## src/rtl/ram2_port_arbiter.sv

```systemverilog
// Read-port arbiter sharing one simple dual-port RAM between IF and LS. LS has priority, and IF starvation is bounded.
// Optional macro RAM2_ARB_BYPASS_EN forwards same-cycle write data to a colliding read.
module ram2_port_arbiter #(
    parameter int DATA_WIDTH  = 16,
    parameter int ADDR_WIDTH  = 9,
    parameter int IF_MAX_WAIT = 3
) (
    input  logic                  clk,
    input  logic                  reset,
    input  logic                  if_req,
    input  logic [ADDR_WIDTH-1:0] if_addr,
    output logic                  if_gnt,
    output logic                  if_rvalid,
    output logic [DATA_WIDTH-1:0] if_rdata,
    input  logic                  ls_req,
    input  logic                  ls_we,
    input  logic [ADDR_WIDTH-1:0] ls_addr,
    input  logic [DATA_WIDTH-1:0] ls_wdata,
    output logic                  ls_gnt,
    output logic                  ls_rvalid,
    output logic [DATA_WIDTH-1:0] ls_rdata,
    output logic [ADDR_WIDTH-1:0] ram_read_address,
    output logic [ADDR_WIDTH-1:0] ram_write_address,
    output logic                  ram_write,
    output logic [DATA_WIDTH-1:0] ram_din,
    input  logic [DATA_WIDTH-1:0] ram_dout
);

    typedef enum logic [1:0] {
        OWN_NONE = 2'd0,
        OWN_IF   = 2'd1,
        OWN_LS   = 2'd2
    } owner_t;

    localparam logic [3:0] MAX_WAIT = 4'(IF_MAX_WAIT);

    logic [3:0]            starve_cnt;
    owner_t                owner;
    logic                  ls_wr;
    logic                  ls_rd;
    logic                  if_rd;
    logic                  grant_if;
    logic                  grant_ls;
    logic [DATA_WIDTH-1:0] rsp_data;
    logic [DATA_WIDTH-1:0] if_rdata_q;
    logic [DATA_WIDTH-1:0] ls_rdata_q;

    assign ls_wr    = ls_req && ls_we && !reset;
    assign ls_rd    = ls_req && !ls_we && !reset;
    assign if_rd    = if_req && !reset;
    // IF only beats a competing LS read once it has lost IF_MAX_WAIT times in a row.
    assign grant_if = if_rd && (!ls_rd || (starve_cnt == MAX_WAIT));
    assign grant_ls = ls_rd && !grant_if;

    assign if_gnt            = grant_if;
    assign ls_gnt            = grant_ls || ls_wr;
    assign ram_write         = ls_wr;
    assign ram_write_address = ls_addr;
    assign ram_din           = ls_wdata;
    assign ram_read_address  = grant_ls ? ls_addr : if_addr;

    always_ff @(posedge clk) begin
        // NOTE: sequential state uses non-blocking assignments so that every register samples pre-edge values.
        if (reset) begin
            starve_cnt <= 4'd0;
            owner      <= OWN_NONE;
        end else begin
            if (!if_req || grant_if)
                starve_cnt <= 4'd0;
            else if (ls_rd && starve_cnt != MAX_WAIT)
                starve_cnt <= starve_cnt + 4'd1;

            if (grant_if)
                owner <= OWN_IF;
            else if (grant_ls)
                owner <= OWN_LS;
            else
                owner <= OWN_NONE;
        end
    end

    // A response whose grant preceded a reset cycle is dropped.
    assign if_rvalid = (owner == OWN_IF) && !reset;
    assign ls_rvalid = (owner == OWN_LS) && !reset;
    assign if_rdata  = if_rvalid ? rsp_data : if_rdata_q;
    assign ls_rdata  = ls_rvalid ? rsp_data : ls_rdata_q;

    // NOTE: the held read-data registers are pure datapath qualified by rvalid, so they carry no reset.
    always_ff @(posedge clk) begin
        if (if_rvalid) if_rdata_q <= rsp_data;
        if (ls_rvalid) ls_rdata_q <= rsp_data;
    end

`ifdef RAM2_ARB_BYPASS_EN
    logic                  byp_hit;
    logic [DATA_WIDTH-1:0] byp_data;

    always_ff @(posedge clk) begin
        if (reset)
            byp_hit <= 1'b0;
        else
            byp_hit <= (grant_if || grant_ls) && ls_wr && (ram_read_address == ls_addr);
    end

    always_ff @(posedge clk) begin
        byp_data <= ls_wdata;
    end

    assign rsp_data = byp_hit ? byp_data : ram_dout;
`else
    assign rsp_data = ram_dout;
`endif

endmodule

```

## config.mk

```make
export PLATFORM = sky130hd
export DESIGN_NAME = ram2_port_arbiter
export DESIGN_NICKNAME = d
export VERILOG_FILES = /design/src/rtl/ram2_port_arbiter.sv
export SDC_FILE = /design/constraint.sdc
export NUM_CORES = 1
export LEC_CHECK = 0
export BUFFER_PORTS_ARGS = -buffer_cell sky130_fd_sc_hd__buf_4
export CAP_MARGIN = 25
export CORE_MARGIN = 4
export CORE_UTILIZATION = 30
export CTS_CLUSTER_DIAMETER = 60
export CTS_CLUSTER_SIZE = 20
export DETAILED_ROUTE_END_ITERATION = 16
export PLACE_DENSITY_LB_ADDON = 0.3
export SLEW_MARGIN = 10
export SYNTH_ARGS = -nofsm -noshare
export SYNTH_HDL_FRONTEND = slang
export SYNTH_SLANG_ARGS = --single-unit
export TNS_END_PERCENT = 1
```

## constraint.sdc

```tcl
create_clock -name clk -period 1.8 [get_ports clk]
set_input_delay 0.27 -clock clk [delete_from_list [all_inputs] [get_ports clk]]
set_output_delay 0.27 -clock clk [all_outputs]
set_load 0.01 [all_outputs]
```

==> results of run 1 <==
[synth_stat cells, drive strengths merged]
cell type / n / area (um2)
nor2: 7 / 26.3
buf: 27 / 203
a211oi: 1 / 20.0
inv: 2 / 7.51
a31oi: 1 / 6.26
xor2: 1 / 8.76
mux2: 41 / 462
nor3: 1 / 5.00
xnor2: 1 / 8.76
nor3b: 3 / 37.5
nand3: 1 / 5.00
nand2b: 2 / 20.0
dfxtp: 38 / 761
ha: 1 / 12.5
or4: 1 / 7.51
[path summary, 6_finish.rpt]
path / depth (start not counted) / slack [ns] / endpoint
worst max-delay path: 7 / -0.33 / ram_read_address[5]
worst min-delay path: 2 / 0.24 / if_rdata_q[5]$_DFF_P_
worst max register to register: 5 / 0.22 / starve_cnt[0]$_SDFFE_PP0P_
worst min register to register: 1 / 0.48 / ls_rdata_q[12]$_DFF_P_
[flip-flops by register name (all words and copies together) (netlist names)]
| register | flops |
|---|---|
| if_rdata_q | 16 |
| ls_rdata_q | 16 |
| starve_cnt | 4 |
| owner | 2 |
[metal layers]
metal	wire (um)	part of all wire, %	track usage, %
met4	44	1.2	3.21
met5	0	0	0
met1	1440	40	13.0
met2	1580	44	17.7
met3	526	15	6.76
[cell usage in the layout, fill, tap and decap left out, types with 2 or more instances in the layout]
cell and count:
clkinv_2 2, nor3b_2 2, buf_6 10, mux2_2 32, buf_12 2, dfxtp_2 2
clkbuf_8 5, inv_1 2, dfxtp_1 36, nor2_1 7, buf_4 91, mux2_4 9
[layout make-up]
class	instances	area, um2
Fill cell	484	2600
Timing Repair Buffer	104	863
Clock inverter	3	40.0
Tap cell	70	87.6
Inverter	2	7.51
Multi-Input combinational cell	61	677
Sequential cell	38	763
Clock buffer	5	68.8
[stage by stage]
step	hold WS, ns	std cells
final	0.241	283
after global routing	0.225	283
after global placement	0.457	270
after detailed placement	0.463	270
after CTS	0.227	282
after floorplan	0.375	128
[power breakdown]
group	internal (W)	switching, W	total (W)
clock	0.000407	0.000278	0.000686
sequential	0.00102	0.0000349	0.00105
combinational	0.000468	0.000308	0.000776
[repair_timing]
| item | in CTS | in global routing |
|---|---|---|
| setup endpoints to repair | 41 | 43 |
| gates resized for setup | 24 | 2 |
| pin swaps | 1 | 2 |
| buffers inserted | 3 | 1 |
| cloned | 1 | 0 |
[kinds of logic after synthesis]
logic type / Yosys count
AO/OA/AOI/OAI: 2
XOR/XNOR: 2
adder cells (fa/ha/maj): 1
buffers and inverters: 29
flip-flops: 38
multiplexers: 41
AND/OR/NAND/NOR: 15
==> qor.csv, run 1 <==
metric,value,unit
status,"complete, but fails checks",
failing checks,setup timing,
1st-pass router iterations,2,
setup violators final,25,
mapped cell area,1590,um2
Worst Setup Start Kind,flop,
Mapped Cells,128,
root buffer cell,clkbuf_8,
sequential element share of the synthesized area,47.8,%
share of cells above drive strength 1,76.1,%
fraction of the mapped netlist area in adder cells,0.787,%
Pwr per Cell Area,1000,nW/um2
"most used cell, CP",buf_6,
hold path start,ram_dout[5],
WL final,3600,um
via count,1216,
min Tclk post-route,2.13,ns
Syn. warnings,0,
static leakage,1.16,nW
Post-DP Area,2240,um2
via/cell ratio,4.30,
grt total ovfl,0,
simple-gate share of the synthesized area,6.37,%
Yosys cell types,16,
vias in the first global route,1244,
Initial Util,31.1,%
RSZ-0062 raised after global routing,yes,
post-synthesis mux area share,29.0,%
design area,2510,um2
Tcrit/Tclk final,118,%
Worst setup EP type,output port,
count of pins over their slew limit,0,
crit path DAT,1.86,ns
H-Tree Depth,2,
Clock Path Buffers,2,
Total Nets Final,268,
slew of the pin with the lowest slew margin,0.237,ns
PortBufs,93,
Total GRT Usage,11.3,%
Critical Path Start,starve_cnt[1]$_SDFFE_PP0P_,
post-layout util,49.1,%
"Clk Latency, worst-skew pair",0.28,ns
cts hold-fix bufs,0,
post-detailed-route count of antenna-violating nets,0,
die width,80.8,um
clock-pin slew on the worst setup and hold paths,0.07,ns
Peak Freq,470,MHz
ANT cells,0,
Crit path max-delay family,buffers and inverters,
RR Startpoint,starve_cnt[1]$_SDFFE_PP0P_,
Final Total Pwr,0.00251,W
antenna violations before repair,0,
cts bufs inserted,5,
die area,6530,um2
DRC,0,
Synth Register Bits,38,
DR iter-0 viols,13,
"Area growth, synth to finish",57.7,%
Avg Inst Size Synth,12.4,um2
Final TNS setup,-3.25,ns
Synth Area in Compound Gates,1.65,%
xor and xnor fraction of the mapped netlist area,1.10,%
worst setup path class,reg2out,
largest net degree at the start of global routing,18,
number of clock sinks,38,
HPWL after detailed placement,2700,um
sum of buffers and inverters on the critical path,3,
DR WL/cell,12.7,um
Syn Nets,184,
# rows,26,
largest family of logic cells by synthesized area,multiplexers,
max capacitance violation total,0,
clock skew,0.00176,ns
Fin. Hold Viols,0,
first-pass GRT wire length,5640,um
Max VDD drop,0.000313,V
Boundary Pins,126,
pre-CTS setup slack,-0.0761,ns
critical path's slowest cell,dfxtp_2,
"Critical Path, Cell by Cell","ha_4, nor3b_4, a211oi_4, buf_6, buf_12, mux2_4, buf_6",
Critical Path Fanout Max,5,
slew margin rel.,84.2,%
die height,80.8,um
WP data required,1.53,ns
gpl congestion,0.679,
CTS tree,done,
Core Footprint,5110,um2
max incr delay on CP,0.34,ns
Worst Slack Setup Final,-0.327,ns
Hold Crit Class,in2reg,
(Power assumes the default switching activity.)
==> run 2: changes to the inputs <==
--- a/config.mk
+++ b/config.mk
@@ -5,6 +5,7 @@
 export SDC_FILE = /design/constraint.sdc
 export NUM_CORES = 1
 export LEC_CHECK = 0
+export ABC_AREA = 1
 export BUFFER_PORTS_ARGS = -buffer_cell sky130_fd_sc_hd__buf_4
 export CAP_MARGIN = 25
 export CORE_MARGIN = 4
==> qor.csv, run 2 <==
metric,value,unit
# rows,26,
Clock Path Buffers,2,
Crit path max-delay family,flip-flops,
setup violators final,0,
largest area contributor in the netlist,dfxtp_1,
Max VDD drop,0.000285,V
most frequent cells in the layout,"buf_4 (95), nand2_1 (60), dfxtp_1 (37), inv_1 (22), o21ai_0 (20)",
die width,81.9,um
Tcrit/Tclk final,94.2,%
min Tclk post-route,1.69,ns
sequential element share of the synthesized area,46.4,%
share of cells above drive strength 1,42.6,%
most instantiated cells after synthesis,"nand2_1 (62), dfxtp_1 (38), o21ai_0 (29), buf_4 (25), inv_1 (22)",
most common cell in the synthesized netlist,nand2_1,
slew of the pin with the lowest slew margin,0.269,ns
Reg2Reg Depth,5,
Final Total Pwr,0.00223,W
count of pins over their slew limit,0,
Synth top area share,46.4,%
post-synthesis mux area share,0,%
gpl congestion,0.673,
Final Non-Filler Cells,354,
Total Nets Final,340,
critical path's slowest cell,dfxtp_1,
Cell Int Power,0.00161,W
Total GRT Usage,11.7,%
max incr delay on CP,0.36,ns
ys flop type,dfxtp_1,
Synth Register Bits,38,
root buffer cell,clkbuf_8,
Switching Power,0.000622,W
post-detailed-route count of antenna-violating nets,0,
via/cell ratio,4.24,
first-pass GRT wire length,5940,um
Post-DP Area,2240,um2
max capacitance violation total,0,
Worst Slack Setup Final,0.105,ns
clock skew,0.00337,ns
clock-pin slew on the worst setup and hold paths,0.07,ns
DRC,0,
Yosys cell types,21,
Hold Path End,ls_rdata_q[10]$_DFF_P_,
static leakage,1.23,nW
fraction of the mapped netlist area in adder cells,0.764,%
Peak Freq,590,MHz
Synth Area in Compound Gates,13.0,%
xor and xnor fraction of the mapped netlist area,0.535,%
die area,6710,um2
RSZ-0062 raised after global routing,yes,
Post-CTS Setup Repair Bufs,0,
Boundary Pins,126,
sum of buffers and inverters on the critical path,1,
largest net degree at the start of global routing,28,
hold depth,3,
1st-pass router iterations,4,
WL final,3960,um
Critical Path Fanout Max,5,
Avg Inst Size Synth,7.80,um2
Initial Util,31.5,%
"Clk Latency, worst-skew pair",0.28,ns
RR Endpoint,ls_rdata_q[11]$_DFF_P_,
Sequential Power Share,46.2,%
HPWL after detailed placement,3030,um
"commonest non-fill, non-tap cell in the layout",buf_4,
status,"complete, no violations",
Syn Nets,266,
simple-gate share of the synthesized area,19.9,%
Syn. warnings,0,
design area,2390,um2
largest family of logic cells by synthesized area,simple AND/OR/NAND/NOR gates,
switch share,27.9,%
H-Tree Depth,2,
number of clock sinks,38,
DP Cell Count,345,
Fin. Hold Viols,0,
Pwr per Cell Area,933,nW/um2
grt total ovfl,0,
die height,81.9,um
RR Startpoint,owner[1]$_SDFF_PP0_,
post-layout util,45.9,%
"reg-to-reg slack, setup",0.77,ns
vias in the first global route,1356,
Core Footprint,5200,um2
Mapped Cells,210,
"Area growth, synth to finish",45.8,%
via count,1502,
pre-CTS setup slack,0.261,ns
fraction of registers with async set/reset,0,%
Critical Path Start,starve_cnt[3]$_SDFFE_PP0P_,
Gate power share,30.3,%
Synth area leaders,"dfxtp_1 (46%), nand2_1 (14%), buf_4 (11%)",
mapped cell area,1640,um2
"Critical Path, Cell by Cell","nor2_1, nand2_4, o21ai_4, o21ai_0, buf_4",
cts hold-fix bufs,0,
Post-synth EDFFs,0,
CTS tree,done,
largest registers,"if_rdata_q x16, ls_rdata_q x16, starve_cnt x4",
ANT cells,0,
slew margin rel.,81.9,%
PortBufs,93,
clock power share,23.5,%
worst setup path class,reg2out,
crit path DAT,1.42,ns
Hold Crit Class,in2reg,
hold path start,ram_dout[10],
DR iter-0 viols,16,
Worst setup EP type,output port,
DR WL/cell,11.2,um
cts bufs inserted,5,
antenna violations before repair,0,
Worst Setup Start Kind,flop,
Filler Cells Inserted,556,
WP data required,1.53,ns
-- run 2: changes by cell type after synthesis, sizes merged, moves of 2 or more --
cell | before | now
nand2b | 2 | 0
nand3 | 1 | 4
nand2 | 0 | 64
a21oi | 0 | 4
nor3b | 3 | 0
inv | 2 | 25
o21ai | 0 | 34
mux2 | 41 | 0
buf | 27 | 30
-- run 2: timing repair --
| item | CTS | global route |
|---|---|---|
| gates cloned | 2 | 0 |
| pin swaps | 2 | 1 |
| setup endpoints to repair | 10 | 20 |
| resized for setup | 8 | 13 |
-- run 2: logic make-up after synthesis --
group                    Yosys count
AND/OR/NAND/NOR                   76
buffers and inverters             56
AO/OA/AOI/OAI                     38
flip-flops                        38
XOR/XNOR                           1
adder cells (fa/ha/maj)            1
-- run 2: worst max path at each step --
stage,endpoint,depth (start not counted)
after floorplan,ls_gnt,4
after global placement,ls_gnt,5
after detailed placement,ls_gnt,5
after CTS,ls_rdata[5],6
after global routing,ls_rdata[13],6
final,ls_gnt,5
-- run 2: cell type report --
class	count	area, um2	share of cell area [%]
flip-flops and latches	38	762	31.9
repair buffers	96	733	30.7
multi-input cells	118	631	26.4
inverters	25	98.8	4.14
well taps	70	87.6	3.67
clock buffers	7	76.3	3.20
-- run 2: power groups by stage --
stage                     Clock [W]  Sequential (W)  Combinational (W)
final                      0.000523         0.00103           0.000675
after global routing       0.000594         0.00104           0.000745
after CTS                  0.000556         0.00103           0.000677
after detailed placement          0         0.00105           0.000669
after global placement            0         0.00105           0.000662
after floorplan                   0         0.00104           0.000339
-- run 2: layer usage --
layer / track usage [%] / vias to the layer above / routed length [um] / share of wire, %
met4: 3.99 / 0 / 37 / 0.94
li1: - / 775 / - / -
met5: 0 / - / 0 / 0
met3: 6.69 / 5 / 564 / 14
met1: 12.6 / 634 / 1610 / 41
met2: 19.1 / 88 / 1740 / 44
-- run 2: worst reg2reg max path: cells and delay by family, from the launching register on --
family	cells	cell delay [ns]
buffers and inverters	2	0.24
AO/OA/AOI/OAI	1	0.18
AND/OR/NAND/NOR	2	0.22
flip-flops	1	0.31
-- run 2: metrics by stage --
step                      TNS (ns)  hold WS, ns
after detailed placement         0        0.444
after global routing       -0.0130        0.279
final                            0        0.282
after global placement           0        0.428
after CTS                        0        0.269
after floorplan                  0        0.418
==> run 3: changes to the inputs <==
--- a/config.mk
+++ b/config.mk
@@ -13,7 +13,7 @@
 export CTS_CLUSTER_DIAMETER = 60
 export CTS_CLUSTER_SIZE = 20
 export DETAILED_ROUTE_END_ITERATION = 16
-export PLACE_DENSITY_LB_ADDON = 0.3
+export PLACE_DENSITY = 0.68
 export SLEW_MARGIN = 10
 export SYNTH_ARGS = -nofsm -noshare
 export SYNTH_HDL_FRONTEND = slang
==> qor.csv, run 3 (synthesized netlist as in run 2, its figures left out) <==
metric,value,unit
"commonest non-fill, non-tap cell in the layout",buf_4,
Pwr per Cell Area,929,nW/um2
gr busiest metal,met2,
1st-pass router iterations,4,
max incr delay on CP,0.31,ns
slew of the pin with the lowest slew margin,0.257,ns
DR iter-0 viols,39,
sum of buffers and inverters on the critical path,3,
met3 Use GR,5.59,%
count of pins over their slew limit,0,
met2 Usage GRT,23.4,%
grt total ovfl,0,
cts hold-fix bufs,0,
Tcrit/Tclk final,95.7,%
Total GRT Usage,13.4,%
Total Nets Final,342,
DRC,0,
share of cells above drive strength 1,44.1,%
Clock Path Buffers,2,
Worst setup EP type,output port,
RR Startpoint,owner[1]$_SDFF_PP0_,
pre-CTS setup slack,0.124,ns
RSZ-0062 raised after global routing,yes,
clock skew,0.00385,ns
via count,1520,
"Critical Path, Cell by Cell","inv_1, nor2_4, nand2_4, buf_6, o21ai_1, buf_4",
die area,6710,um2
H-Tree Depth,2,
vias in the first global route,1454,
critical path's slowest cell,dfxtp_1,
Worst Setup Start Kind,flop,
RR Endpoint,ls_rdata_q[10]$_DFF_P_,
Reg2Reg Depth,5,
Final Non-Filler Cells,356,
die width,81.9,um
crit path DAT,1.45,ns
first-pass GRT wire length,6620,um
setup violators final,0,
Hold Path End,ls_rdata_q[8]$_DFF_P_,
PortBufs,93,
Max VDD drop,0.000281,V
# rows,26,
largest net degree at the start of global routing,23,
DP Cell Count,345,
DR WL/cell,12.4,um
Boundary Pins,126,
"Clk Latency, worst-skew pair",0.28,ns
Hold Crit Class,in2reg,
max capacitance violation total,0,
Initial Util,31.5,%
design area,2410,um2
status,"complete, no violations",
footprint of the multi-input gates,651,um2
CTS tree,done,
clock-pin slew on the worst setup and hold paths,0.07,ns
Critical Path Fanout Max,13,
"reg-to-reg slack, setup",0.69,ns
Crit path max-delay family,buffers and inverters,
"Area growth, synth to finish",47.1,%
slew margin rel.,82.7,%
FF+latch area,763,um2
met1 GRT Util,13.9,%
worst setup path class,reg2out,
largest registers,"if_rdata_q x16, ls_rdata_q x16, starve_cnt x4",
Peak Freq,580,MHz
Post-DP Area,2230,um2
most frequent cells in the layout,"buf_4 (96), nand2_1 (59), dfxtp_1 (36), o21ai_0 (26), inv_1 (22)",
cts bufs inserted,5,
hold depth,3,
Core Footprint,5200,um2
number of clock sinks,38,
hold path start,ram_dout[8],
post-detailed-route count of antenna-violating nets,0,
Fin. Hold Viols,0,
Filler Cells Inserted,533,
WL final,4410,um
via/cell ratio,4.27,
die height,81.9,um
antenna violations before repair,0,
HPWL after detailed placement,3280,um
root buffer cell,clkbuf_8,
ANT cells,0,
static leakage,1.24,nW
gpl congestion,0.769,
Worst Slack Setup Final,0.0770,ns
min Tclk post-route,1.72,ns
WP data required,1.53,ns
[run 3: layout make-up]
class                      count  share of cell area [%]
inverter                      25                    4.10
timing repair buffer          97                    30.4
multi-input combinational    119                    27.0
sequential                    38                    31.7
tap                           70                    3.64
clock buffer                   7                    3.17
[run 3: stage by stage]
stage	util [%]	setup TNS, ns	total power, W	hold WS, ns
after floorplan	-	0	0.00138	0.418
after global placement	42.8	0	0.00171	0.433
after detailed placement	42.8	0	0.00172	0.438
after CTS	45.5	0	0.00228	0.284
after global routing	46.3	-0.0197	0.00239	0.296
final	46.3	0	0.00224	0.296
[run 3: worst min-delay path: stages]
cell,delay [ns]
buf_4,0.11
inv_1,0.06
o21ai_1,0.08
[run 3: timing repair]
item	4_1_cts	5_1_grt
buffers inserted	1	0
pin swaps	4	4
endpoints found under the setup margin	20	17
resized for setup	10	11
gates cloned	3	0
[run 3: how the worst max path moves through the flow]
| stage | cells past startpoint | end | slack [ns] | startpoint |
|---|---|---|---|---|
| after global placement | 5 | ls_rdata[1] | 0.15 | reset |
| after floorplan | 4 | ls_gnt | 0.48 | starve_cnt[0]$_SDFFE_PP0P_ |
| after global routing | 6 | ls_rdata[10] | -0.01 | owner[1]$_SDFF_PP0_ |
| after detailed placement | 6 | ls_rdata[2] | 0.12 | reset |
| final | 6 | ls_rdata[10] | 0.08 | owner[1]$_SDFF_PP0_ |
| after CTS | 6 | ram_read_address[3] | 0.008 | starve_cnt[0]$_SDFFE_PP0P_ |
[run 3: power breakdown]
| group | switching, W | internal (W) | total, W |
|---|---|---|---|
| clock | 0.000264 | 0.000266 | 0.000530 |
| combinational | 0.000333 | 0.000343 | 0.000675 |
| sequential | 0.0000372 | 0.000994 | 0.00103 |
| total | 0.000634 | 0.00160 | 0.00224 |
[run 3: routing by layer]
metal | vias to the layer above | wire [um] | share of wire (%)
li1 | 777 | - | -
met1 | 644 | 1710 | 39
met2 | 84 | 2090 | 47
met3 | 15 | 481 | 11
met4 | 0 | 132 | 3.0
met5 | - | 0 | 0
